## config.mk

```make
export PLATFORM = sky130hd
export DESIGN_NAME = dmem_arbiter_flat
export DESIGN_NICKNAME = d
export VERILOG_FILES = /design/src/rtl/dmem_arb_pkg.sv /design/src/rtl/dmem_arbiter_if.sv /design/src/rtl/dmem_arbiter_sat_counter.sv /design/src/rtl/dmem_arbiter.sv /design/src/flat_wrapper.sv
export SDC_FILE = /design/constraint.sdc
export NUM_CORES = 1
export LEC_CHECK = 0
export CAP_MARGIN = 20
export CORE_MARGIN = 10
export CORE_UTILIZATION = 38
export CTS_CLUSTER_SIZE = 14
export DETAILED_ROUTE_END_ITERATION = 8
export GPL_TIMING_DRIVEN = 0
export PLACE_DENSITY = 0.87
export SETUP_SLACK_MARGIN = 0.05
export SYNTH_ARGS = -nofsm -noshare
export SYNTH_HDL_FRONTEND = slang
export SYNTH_HIERARCHICAL = 1
export SYNTH_SLANG_ARGS = --single-unit
```

## constraint.sdc

```tcl
create_clock -name clk -period 3.45 [get_ports clk]
set_input_delay 0.69 -clock clk [delete_from_list [all_inputs] [get_ports clk]]
set_output_delay 0.69 -clock clk [all_outputs]
set_load 0.05 [all_outputs]
```

## src/rtl/dmem_arb_pkg.sv

```systemverilog
// Shared types and defaults for the data-memory arbiter: FSM states, read-owner
// tags, default fairness limits and a counter width helper.
package dmem_arb_pkg;

    typedef enum logic [1:0] {
        ST_IDLE       = 2'd0,
        ST_CPU_OWN    = 2'd1,
        ST_HOST_OWN   = 2'd2,
        ST_HOST_BURST = 2'd3
    } arb_state_t;

    typedef enum logic [1:0] {
        TAG_NONE = 2'd0,
        TAG_CPU  = 2'd1,
        TAG_HOST = 2'd2
    } owner_tag_t;

    localparam int DEFAULT_STARVE_LIMIT = 4;
    localparam int DEFAULT_BURST_MAX    = 16;

    // Bits needed to hold the values 0..max_value.
    function automatic int cnt_width(input int max_value);
        return (max_value < 1) ? 1 : $clog2(max_value + 1);
    endfunction

endpackage

```

## src/rtl/dmem_arbiter_if.sv

```systemverilog
// Requester port (CPU or host side) and memory port bundles for dmem_arbiter.
// master = the side that issues requests / drives the memory.
interface dmem_arbiter_if #(
    parameter int DATA_WIDTH    = 20,
    parameter int ADDRESS_WIDTH = 8
);
    logic                     req;
    logic                     we;
    logic                     byte_en;
    logic [ADDRESS_WIDTH-1:0] addr;
    logic [DATA_WIDTH-1:0]    wdata;
    logic                     gnt;
    logic                     stall;
    logic                     rvalid;
    logic [DATA_WIDTH-1:0]    rdata;

    modport master (
        output req, we, byte_en, addr, wdata,
        input  gnt, stall, rvalid, rdata
    );

    modport slave (
        input  req, we, byte_en, addr, wdata,
        output gnt, stall, rvalid, rdata
    );
endinterface

interface dmem_mem_if #(
    parameter int DATA_WIDTH    = 20,
    parameter int ADDRESS_WIDTH = 8
);
    logic                     en;
    logic                     we;
    logic                     byte_en;
    logic [ADDRESS_WIDTH-1:0] addr;
    logic [DATA_WIDTH-1:0]    wdata;
    logic [DATA_WIDTH-1:0]    rdata;

    modport master (
        output en, we, byte_en, addr, wdata,
        input  rdata
    );

    modport slave (
        input  en, we, byte_en, addr, wdata,
        output rdata
    );
endinterface

```

## src/rtl/dmem_arbiter_sat_counter.sv

```systemverilog
// Saturating up-counter with synchronous clear; clear together with increment
// loads 1 so a new run can start in the same cycle the old one ends.
module sat_counter
    import dmem_arb_pkg::*;
#(
    parameter int MAX   = 15,
    parameter int WIDTH = cnt_width(MAX)
) (
    input  logic             clk,
    input  logic             rst,
    input  logic             clr,
    input  logic             inc,
    output logic [WIDTH-1:0] count,
    output logic             at_max
);

    localparam logic [WIDTH-1:0] MAX_VAL = WIDTH'(MAX);

    logic [WIDTH-1:0] count_reg;
    logic [WIDTH-1:0] count_next;

    always_comb begin
        count_next = count_reg;
        if (clr) begin
            count_next = inc ? WIDTH'(1) : '0;
        end else if (inc && (count_reg != MAX_VAL)) begin
            count_next = count_reg + WIDTH'(1);
        end
    end

    always_ff @(posedge clk or posedge rst) begin
        if (rst) begin
            count_reg <= '0;
        end else begin
            count_reg <= count_next;
        end
    end

    assign count  = count_reg;
    assign at_max = (count_reg == MAX_VAL);

endmodule

```

## src/rtl/dmem_arbiter.sv

```systemverilog
// Two-requester data-memory arbiter: CPU priority with host anti-starvation,
// locked host bursts with a forced CPU slot, and tagged read-return routing.
module dmem_arbiter
    import dmem_arb_pkg::*;
#(
    parameter int DATA_WIDTH    = 20,
    parameter int ADDRESS_WIDTH = 8,
    parameter int STARVE_LIMIT  = DEFAULT_STARVE_LIMIT,
    parameter int BURST_MAX     = DEFAULT_BURST_MAX
) (
    input  logic           clk,
    input  logic           rst,
    dmem_arbiter_if.slave  cpu,
    dmem_arbiter_if.slave  host,
    input  logic           host_lock,
    dmem_mem_if.master     mem
);

    localparam int STARVE_W = cnt_width(STARVE_LIMIT);
    localparam int BURST_W  = cnt_width(BURST_MAX);

    arb_state_t state_reg, state_next;
    owner_tag_t tag_reg, tag_next;
    logic       yield_reg, yield_next;

    logic [DATA_WIDTH-1:0]    cpu_rdata_reg;
    logic [DATA_WIDTH-1:0]    host_rdata_reg;
    logic [ADDRESS_WIDTH-1:0] grant_addr;
    logic [DATA_WIDTH-1:0]    grant_wdata;

    logic [STARVE_W-1:0] starve_cnt;
    logic                starve_hit;
    logic [BURST_W-1:0]  burst_cnt;
    logic                burst_full;

    logic cpu_gnt, host_gnt, forced_yield;
    logic contested, locked_host, burst_hold;
    logic cpu_rvalid, host_rvalid;
    logic burst_inc, burst_clr;

    assign contested   = cpu.req && host.req;
    assign locked_host = host.req && host_lock;
    assign burst_hold  = (state_reg == ST_HOST_BURST) && locked_host;

    always_comb begin
        cpu_gnt      = 1'b0;
        host_gnt     = 1'b0;
        forced_yield = 1'b0;
        state_next   = ST_IDLE;
        tag_next     = TAG_NONE;

        if (burst_hold) begin
            // A full burst yields exactly one slot to a waiting CPU.
            if (burst_full && cpu.req) begin
                cpu_gnt      = 1'b1;
                forced_yield = 1'b1;
            end else begin
                host_gnt = 1'b1;
            end
        end else if (yield_reg && locked_host) begin
            host_gnt = 1'b1;
        end else if (contested) begin
            if (starve_hit) begin
                host_gnt = 1'b1;
            end else begin
                cpu_gnt = 1'b1;
            end
        end else if (cpu.req) begin
            cpu_gnt = 1'b1;
        end else if (host.req) begin
            host_gnt = 1'b1;
        end

        if (rst) begin
            cpu_gnt      = 1'b0;
            host_gnt     = 1'b0;
            forced_yield = 1'b0;
        end

        if (host_gnt) begin
            state_next = host_lock ? ST_HOST_BURST : ST_HOST_OWN;
        end else if (cpu_gnt) begin
            state_next = ST_CPU_OWN;
        end

        if (cpu_gnt && !cpu.we) begin
            tag_next = TAG_CPU;
        end else if (host_gnt && !host.we) begin
            tag_next = TAG_HOST;
        end

        yield_next = forced_yield;
    end

    assign burst_inc = host_gnt && host_lock;
    assign burst_clr = !burst_inc || burst_full;

    sat_counter #(.MAX(STARVE_LIMIT), .WIDTH(STARVE_W)) u_starve_cnt (
        .clk    (clk),
        .rst    (rst),
        .clr    (host_gnt),
        .inc    (host.req && !host_gnt),
        .count  (starve_cnt),
        .at_max (starve_hit)
    );

    sat_counter #(.MAX(BURST_MAX), .WIDTH(BURST_W)) u_burst_cnt (
        .clk    (clk),
        .rst    (rst),
        .clr    (burst_clr),
        .inc    (burst_inc),
        .count  (burst_cnt),
        .at_max (burst_full)
    );

    always_ff @(posedge clk or posedge rst) begin
        if (rst) begin
            state_reg      <= ST_IDLE;
            tag_reg        <= TAG_NONE;
            yield_reg      <= 1'b0;
            cpu_rdata_reg  <= '0;
            host_rdata_reg <= '0;
        end else begin
            state_reg <= state_next;
            tag_reg   <= tag_next;
            yield_reg <= yield_next;
            if (tag_reg == TAG_CPU) begin
                cpu_rdata_reg <= mem.rdata;
            end
            if (tag_reg == TAG_HOST) begin
                host_rdata_reg <= mem.rdata;
            end
        end
    end

    // Returned data passes straight through on its rvalid cycle and is held after.
    assign cpu_rvalid  = (tag_reg == TAG_CPU);
    assign host_rvalid = (tag_reg == TAG_HOST);

    assign cpu.gnt    = cpu_gnt;
    assign cpu.stall  = cpu.req && !cpu_gnt;
    assign cpu.rvalid = cpu_rvalid;
    assign cpu.rdata  = cpu_rvalid ? mem.rdata : cpu_rdata_reg;

    assign host.gnt    = host_gnt;
    assign host.stall  = host.req && !host_gnt;
    assign host.rvalid = host_rvalid;
    assign host.rdata  = host_rvalid ? mem.rdata : host_rdata_reg;

    assign grant_addr  = host_gnt ? host.addr  : cpu.addr;
    assign grant_wdata = host_gnt ? host.wdata : cpu.wdata;

    assign mem.en      = cpu_gnt || host_gnt;
    assign mem.we      = host_gnt ? host.we      : (cpu_gnt && cpu.we);
    assign mem.byte_en = host_gnt ? host.byte_en : (cpu_gnt && cpu.byte_en);
    assign mem.addr    = grant_addr;
    assign mem.wdata   = grant_wdata;

    a_one_grant: assert property (@(posedge clk) disable iff (rst) !(cpu_gnt && host_gnt));

endmodule

```

## src/flat_wrapper.sv

```systemverilog
// flat-port wrapper written by rule: the top's interface ports become plain ports
module dmem_arbiter_flat import dmem_arb_pkg::*;
#(
    parameter int DATA_WIDTH    = 20,
    parameter int ADDRESS_WIDTH = 8,
    parameter int STARVE_LIMIT  = DEFAULT_STARVE_LIMIT,
    parameter int BURST_MAX     = DEFAULT_BURST_MAX
)
  (clk, rst, host_lock, cpu_req, cpu_we, cpu_byte_en, cpu_addr, cpu_wdata, cpu_gnt, cpu_stall, cpu_rvalid, cpu_rdata, host_req, host_we, host_byte_en, host_addr, host_wdata, host_gnt, host_stall, host_rvalid, host_rdata, mem_en, mem_we, mem_byte_en, mem_addr, mem_wdata, mem_rdata);
  dmem_arbiter_if #(.DATA_WIDTH(DATA_WIDTH), .ADDRESS_WIDTH(ADDRESS_WIDTH)) cpu_i ();
  dmem_arbiter_if #(.DATA_WIDTH(DATA_WIDTH), .ADDRESS_WIDTH(ADDRESS_WIDTH)) host_i ();
  dmem_mem_if #(.DATA_WIDTH(DATA_WIDTH), .ADDRESS_WIDTH(ADDRESS_WIDTH)) mem_i ();
  input  logic clk;
  input  logic rst;
  input  logic host_lock;
  input wire logic [$bits(cpu_i.req)-1:0] cpu_req;
  input wire logic [$bits(cpu_i.we)-1:0] cpu_we;
  input wire logic [$bits(cpu_i.byte_en)-1:0] cpu_byte_en;
  input wire logic [$bits(cpu_i.addr)-1:0] cpu_addr;
  input wire logic [$bits(cpu_i.wdata)-1:0] cpu_wdata;
  output wire logic [$bits(cpu_i.gnt)-1:0] cpu_gnt;
  output wire logic [$bits(cpu_i.stall)-1:0] cpu_stall;
  output wire logic [$bits(cpu_i.rvalid)-1:0] cpu_rvalid;
  output wire logic [$bits(cpu_i.rdata)-1:0] cpu_rdata;
  input wire logic [$bits(host_i.req)-1:0] host_req;
  input wire logic [$bits(host_i.we)-1:0] host_we;
  input wire logic [$bits(host_i.byte_en)-1:0] host_byte_en;
  input wire logic [$bits(host_i.addr)-1:0] host_addr;
  input wire logic [$bits(host_i.wdata)-1:0] host_wdata;
  output wire logic [$bits(host_i.gnt)-1:0] host_gnt;
  output wire logic [$bits(host_i.stall)-1:0] host_stall;
  output wire logic [$bits(host_i.rvalid)-1:0] host_rvalid;
  output wire logic [$bits(host_i.rdata)-1:0] host_rdata;
  output wire logic [$bits(mem_i.en)-1:0] mem_en;
  output wire logic [$bits(mem_i.we)-1:0] mem_we;
  output wire logic [$bits(mem_i.byte_en)-1:0] mem_byte_en;
  output wire logic [$bits(mem_i.addr)-1:0] mem_addr;
  output wire logic [$bits(mem_i.wdata)-1:0] mem_wdata;
  input wire logic [$bits(mem_i.rdata)-1:0] mem_rdata;
  assign cpu_i.req = cpu_req;
  assign cpu_i.we = cpu_we;
  assign cpu_i.byte_en = cpu_byte_en;
  assign cpu_i.addr = cpu_addr;
  assign cpu_i.wdata = cpu_wdata;
  assign cpu_gnt = cpu_i.gnt;
  assign cpu_stall = cpu_i.stall;
  assign cpu_rvalid = cpu_i.rvalid;
  assign cpu_rdata = cpu_i.rdata;
  assign host_i.req = host_req;
  assign host_i.we = host_we;
  assign host_i.byte_en = host_byte_en;
  assign host_i.addr = host_addr;
  assign host_i.wdata = host_wdata;
  assign host_gnt = host_i.gnt;
  assign host_stall = host_i.stall;
  assign host_rvalid = host_i.rvalid;
  assign host_rdata = host_i.rdata;
  assign mem_en = mem_i.en;
  assign mem_we = mem_i.we;
  assign mem_byte_en = mem_i.byte_en;
  assign mem_addr = mem_i.addr;
  assign mem_wdata = mem_i.wdata;
  assign mem_i.rdata = mem_rdata;
  dmem_arbiter #(.DATA_WIDTH(DATA_WIDTH), .ADDRESS_WIDTH(ADDRESS_WIDTH), .STARVE_LIMIT(STARVE_LIMIT), .BURST_MAX(BURST_MAX)) u_core (.clk(clk), .rst(rst), .cpu(cpu_i), .host(host_i), .host_lock(host_lock), .mem(mem_i));
endmodule
```

==> results by group <==
Floorplan
  – Die area: 10,900 um2
  – Die Width: 104 um
  – Die Y: 104 um
  – Site Rows: 30
  – Area of the core: approximately 6900 um2
  – IO Pins: around 160
  – Initial Util: 39.4%

Global routing
  – Grt total ovfl: 0
  – GRT Total Usage: 15.7%
  – Vias in the first global route: between 2,000 and 2,500
  – Largest net degree at the start of global routing: 24
  – First-pass GRT wire length: 13,700 um
  – Initial antenna violation count: 0

Cells and area
  – Non-filler cells, final: 464
  – Synthesis-to-finish area growth: 63.4%
  – Layout cells sized above 1: 34.2%
  – N_diodes: 0
  – Nets@finish: 457
  – Fill count: 562

Power
  – Leakage power: 1.99 nW
  – Worst vdd rail ir drop: roughly 0.00026 V
  – PD cells: between 600 and 700 nW/um2

Place
  – PortBufs: 161
  – Inst Count DP: roughly 450
  – Post-place setup slack: -1.24 ns
  – Gpl congestion: 0.819
  – Post-DP HPWL: 7240 um

Synth
  – Syn Std Cell Area: 2700 um2
  – Synth cell types: 36
  – Leading area contributor after synthesis: dfrtp_1
  – Register area share after synthesis: between 40% and 50%
  – Number of synthesized flops with an enable pin: 0
  – Synthesized Nets: 285
  – YS warnings: 6
  – Synth top area cells: dfrtp_1, mux2_2, mux2_4
  – Synth async-reset ratio: 100%
  – Post-Syn Instances: 196
  – Top-area cell type share of the netlist area: 49.1%
  – FF+latch count, synth: 53
  – Mean Syn Cell Area: around 14 um2
  – Main synth FF type: dfrtp_1

STA
  – Final Hold Viols: 0
  – Slew Viols, Final: 0
  – Max Freq: 0.303 GHz
  – Worst Clk Skew: 0.00555 ns
  – Count of final setup violators: 0
  – Slew headroom: 60.8%
  – Worst Tran Pin Value: 0.585 ns
  – Worst setup margin: 0.153 ns
  – Period Utilization, post-route: roughly 96%
  – Unrepaired setup endpoints after global routing: false
  – Fin crit period: 3.30 ns

Min path
  – Hold WC Path Type: reg2reg
  – Hold Startpoint: u_core/cpu_rdata_reg[9]$_DFF_PP0_

Routing
  – Drt drc: 0
  – Routed wire per std cell: 18.8 um
  – First-pass DRT Iterations: 4
  – Via-per-instance ratio: 4.67
  – Routed Antenna Nets: 0
  – 1st-iter DRT viols: 51
  – DR vias: 2,168
  – Overall routed net length: about 8700 um

Setup path
  – Startpoint type of the worst setup path: flop
  – Worst setup EP type: output port
  – Critical path class: reg2out
  – Critical Path Source: u_core/u_burst_cnt/count[0]$_DFFE_PP0P_
  – Critical path arrival: 2.61 ns
  – Worst EP required: 2.76 ns
  – Maximum fanout along the worst path: 10
  – Reg2reg start: u_core/u_burst_cnt/count[0]$_DFFE_PP0P_

Clock tree
  – Number of buffers created by CTS: 5
  – Worst skew pair latency: 0.30 ns
  – Clk sinks: 53
  – Max Root-Sink Buffers: 2
  – CTS tree: done
  – Htree depth: 2
  – Worst-path clk slew: 0.09 ns
  – CTS Root Cell: clkbuf_8
  – CTS hold repair buffers: 0

Status
  – Status: finished clean

Job
  – Max-cap violation count: 0
[worst max-delay path: stages (launching register included)]
cell and delay (ns):
dfrtp_1 0.43, inv_1 0.10, ha_1 0.15, and4bb_4 0.28
nand4_1 0.11, or2_4 0.27, nand3_4 0.14, buf_8 0.18
mux2_4 0.31, clkdlybuf4s15_2 0.34
[metrics by stage]
step / hold WS [ns] / utilization, % / total power, mW / instance area, um2 / TNS, ns
final: 0.501 / 64.3 / 2.81 / 4420 / 0
after global routing: 0.513 / 64.3 / 2.94 / 4420 / 0
after CTS: 0.503 / 65.7 / 2.85 / 4510 / 0
after detailed placement: 0.483 / 64.6 / 2.52 / 4440 / -37.54
after global placement: 0.478 / 64.6 / 2.48 / 4440 / -35.99
after floorplan: 0.444 / - / 1.95 / 2710 / 0
[what timing repair did]
action	4_1_cts	5_1_grt
cloned	2	0
buffers inserted	1	0
setup endpoints to repair	36	28
resized for setup	43	54
[cells in the final DEF (no fill, tap or decap), types with 3 or more instances in the layout]
cell type,instances
a21oi_1,3
buf_2,5
buf_8,3
clkbuf_2,27
clkbuf_8,6
clkdlybuf4s50_1,126
dfrtp_1,53
dlygate4sd2_1,5
ha_1,4
inv_1,13
mux2_2,42
mux2_4,26
nand2_1,6
nand4_1,3
nor2_1,6
nor2b_1,3
[final timing paths]
path	to	slack, ns	depth (start not counted)
worst max-delay path	mem_addr[1]	0.15	9
worst min-delay path	u_core/cpu_rdata_reg[9]$_DFF_PP0_	0.50	1
worst min register to register	u_core/cpu_rdata_reg[9]$_DFF_PP0_	0.50	1
max in group asynchronous	u_core/cpu_rdata_reg[1]$_DFF_PP0_	2.02	3
worst max register to register	u_core/u_starve_cnt/count[1]$_DFFE_PP0P_	0.94	11
min in group asynchronous	u_core/u_starve_cnt/count[0]$_DFFE_PP0P_	0.84	2
[routing by layer]
metal | GRT usage [%] | share of wire, %
met5 | 0 | 0
met4 | 2.29 | 0.56
met3 | 5.02 | 5.7
met2 | 30.7 | 57
met1 | 15.9 | 37
[logic make-up after synthesis]
logic type               after synthesis  synth area share (%)
multiplexers                          69                  32.3
flip-flops                            53                  49.1
AND/OR/NAND/NOR                       31                  7.03
buffers and inverters                 21                  4.21
AO/OA/AOI/OAI                         16                  4.91
adder cells (fa/ha/maj)                4                  1.85
XOR/XNOR                               2                 0.648
[power breakdown]
group          switching, mW  total, mW  internal [mW]  leakage, nW
logic                   1.02       1.62          0.593         1.31
registers             0.0532      0.848          0.795        0.643
clock network          0.186      0.344          0.159       0.0433
total                   1.26       2.81           1.55         1.99
[final cells by class]
class	count	area, um2	share of cell area, %
Timing Repair Buffer	163	1490	33.7
Sequential cell	53	1330	30.0
Multi-Input combinational cell	122	1260	28.6
Tap cell	96	120	2.72
Clock buffer	6	82.6	1.87
Buffer	7	61.3	1.39
Inverter	14	56.3	1.27
Timing Repair inverter	2	10.0	0.227
Clock inverter	1	7.51	0.170
[synth_stat cells, drive strengths merged (2+ instances only)]
| cell | number |
|---|---|
| a21oi | 5 |
| a22o | 2 |
| buf | 7 |
| dfrtp | 53 |
| ha | 4 |
| inv | 14 |
| mux2 | 68 |
| nand2 | 7 |
| nand2b | 2 |
| nand3 | 2 |
| nand4 | 3 |
| nor2 | 6 |
| nor2b | 3 |
| o211ai | 2 |
| or2 | 2 |
| or3 | 2 |
| xor2 | 2 |
No activity file was read; power rests on OpenSTA's default activity.
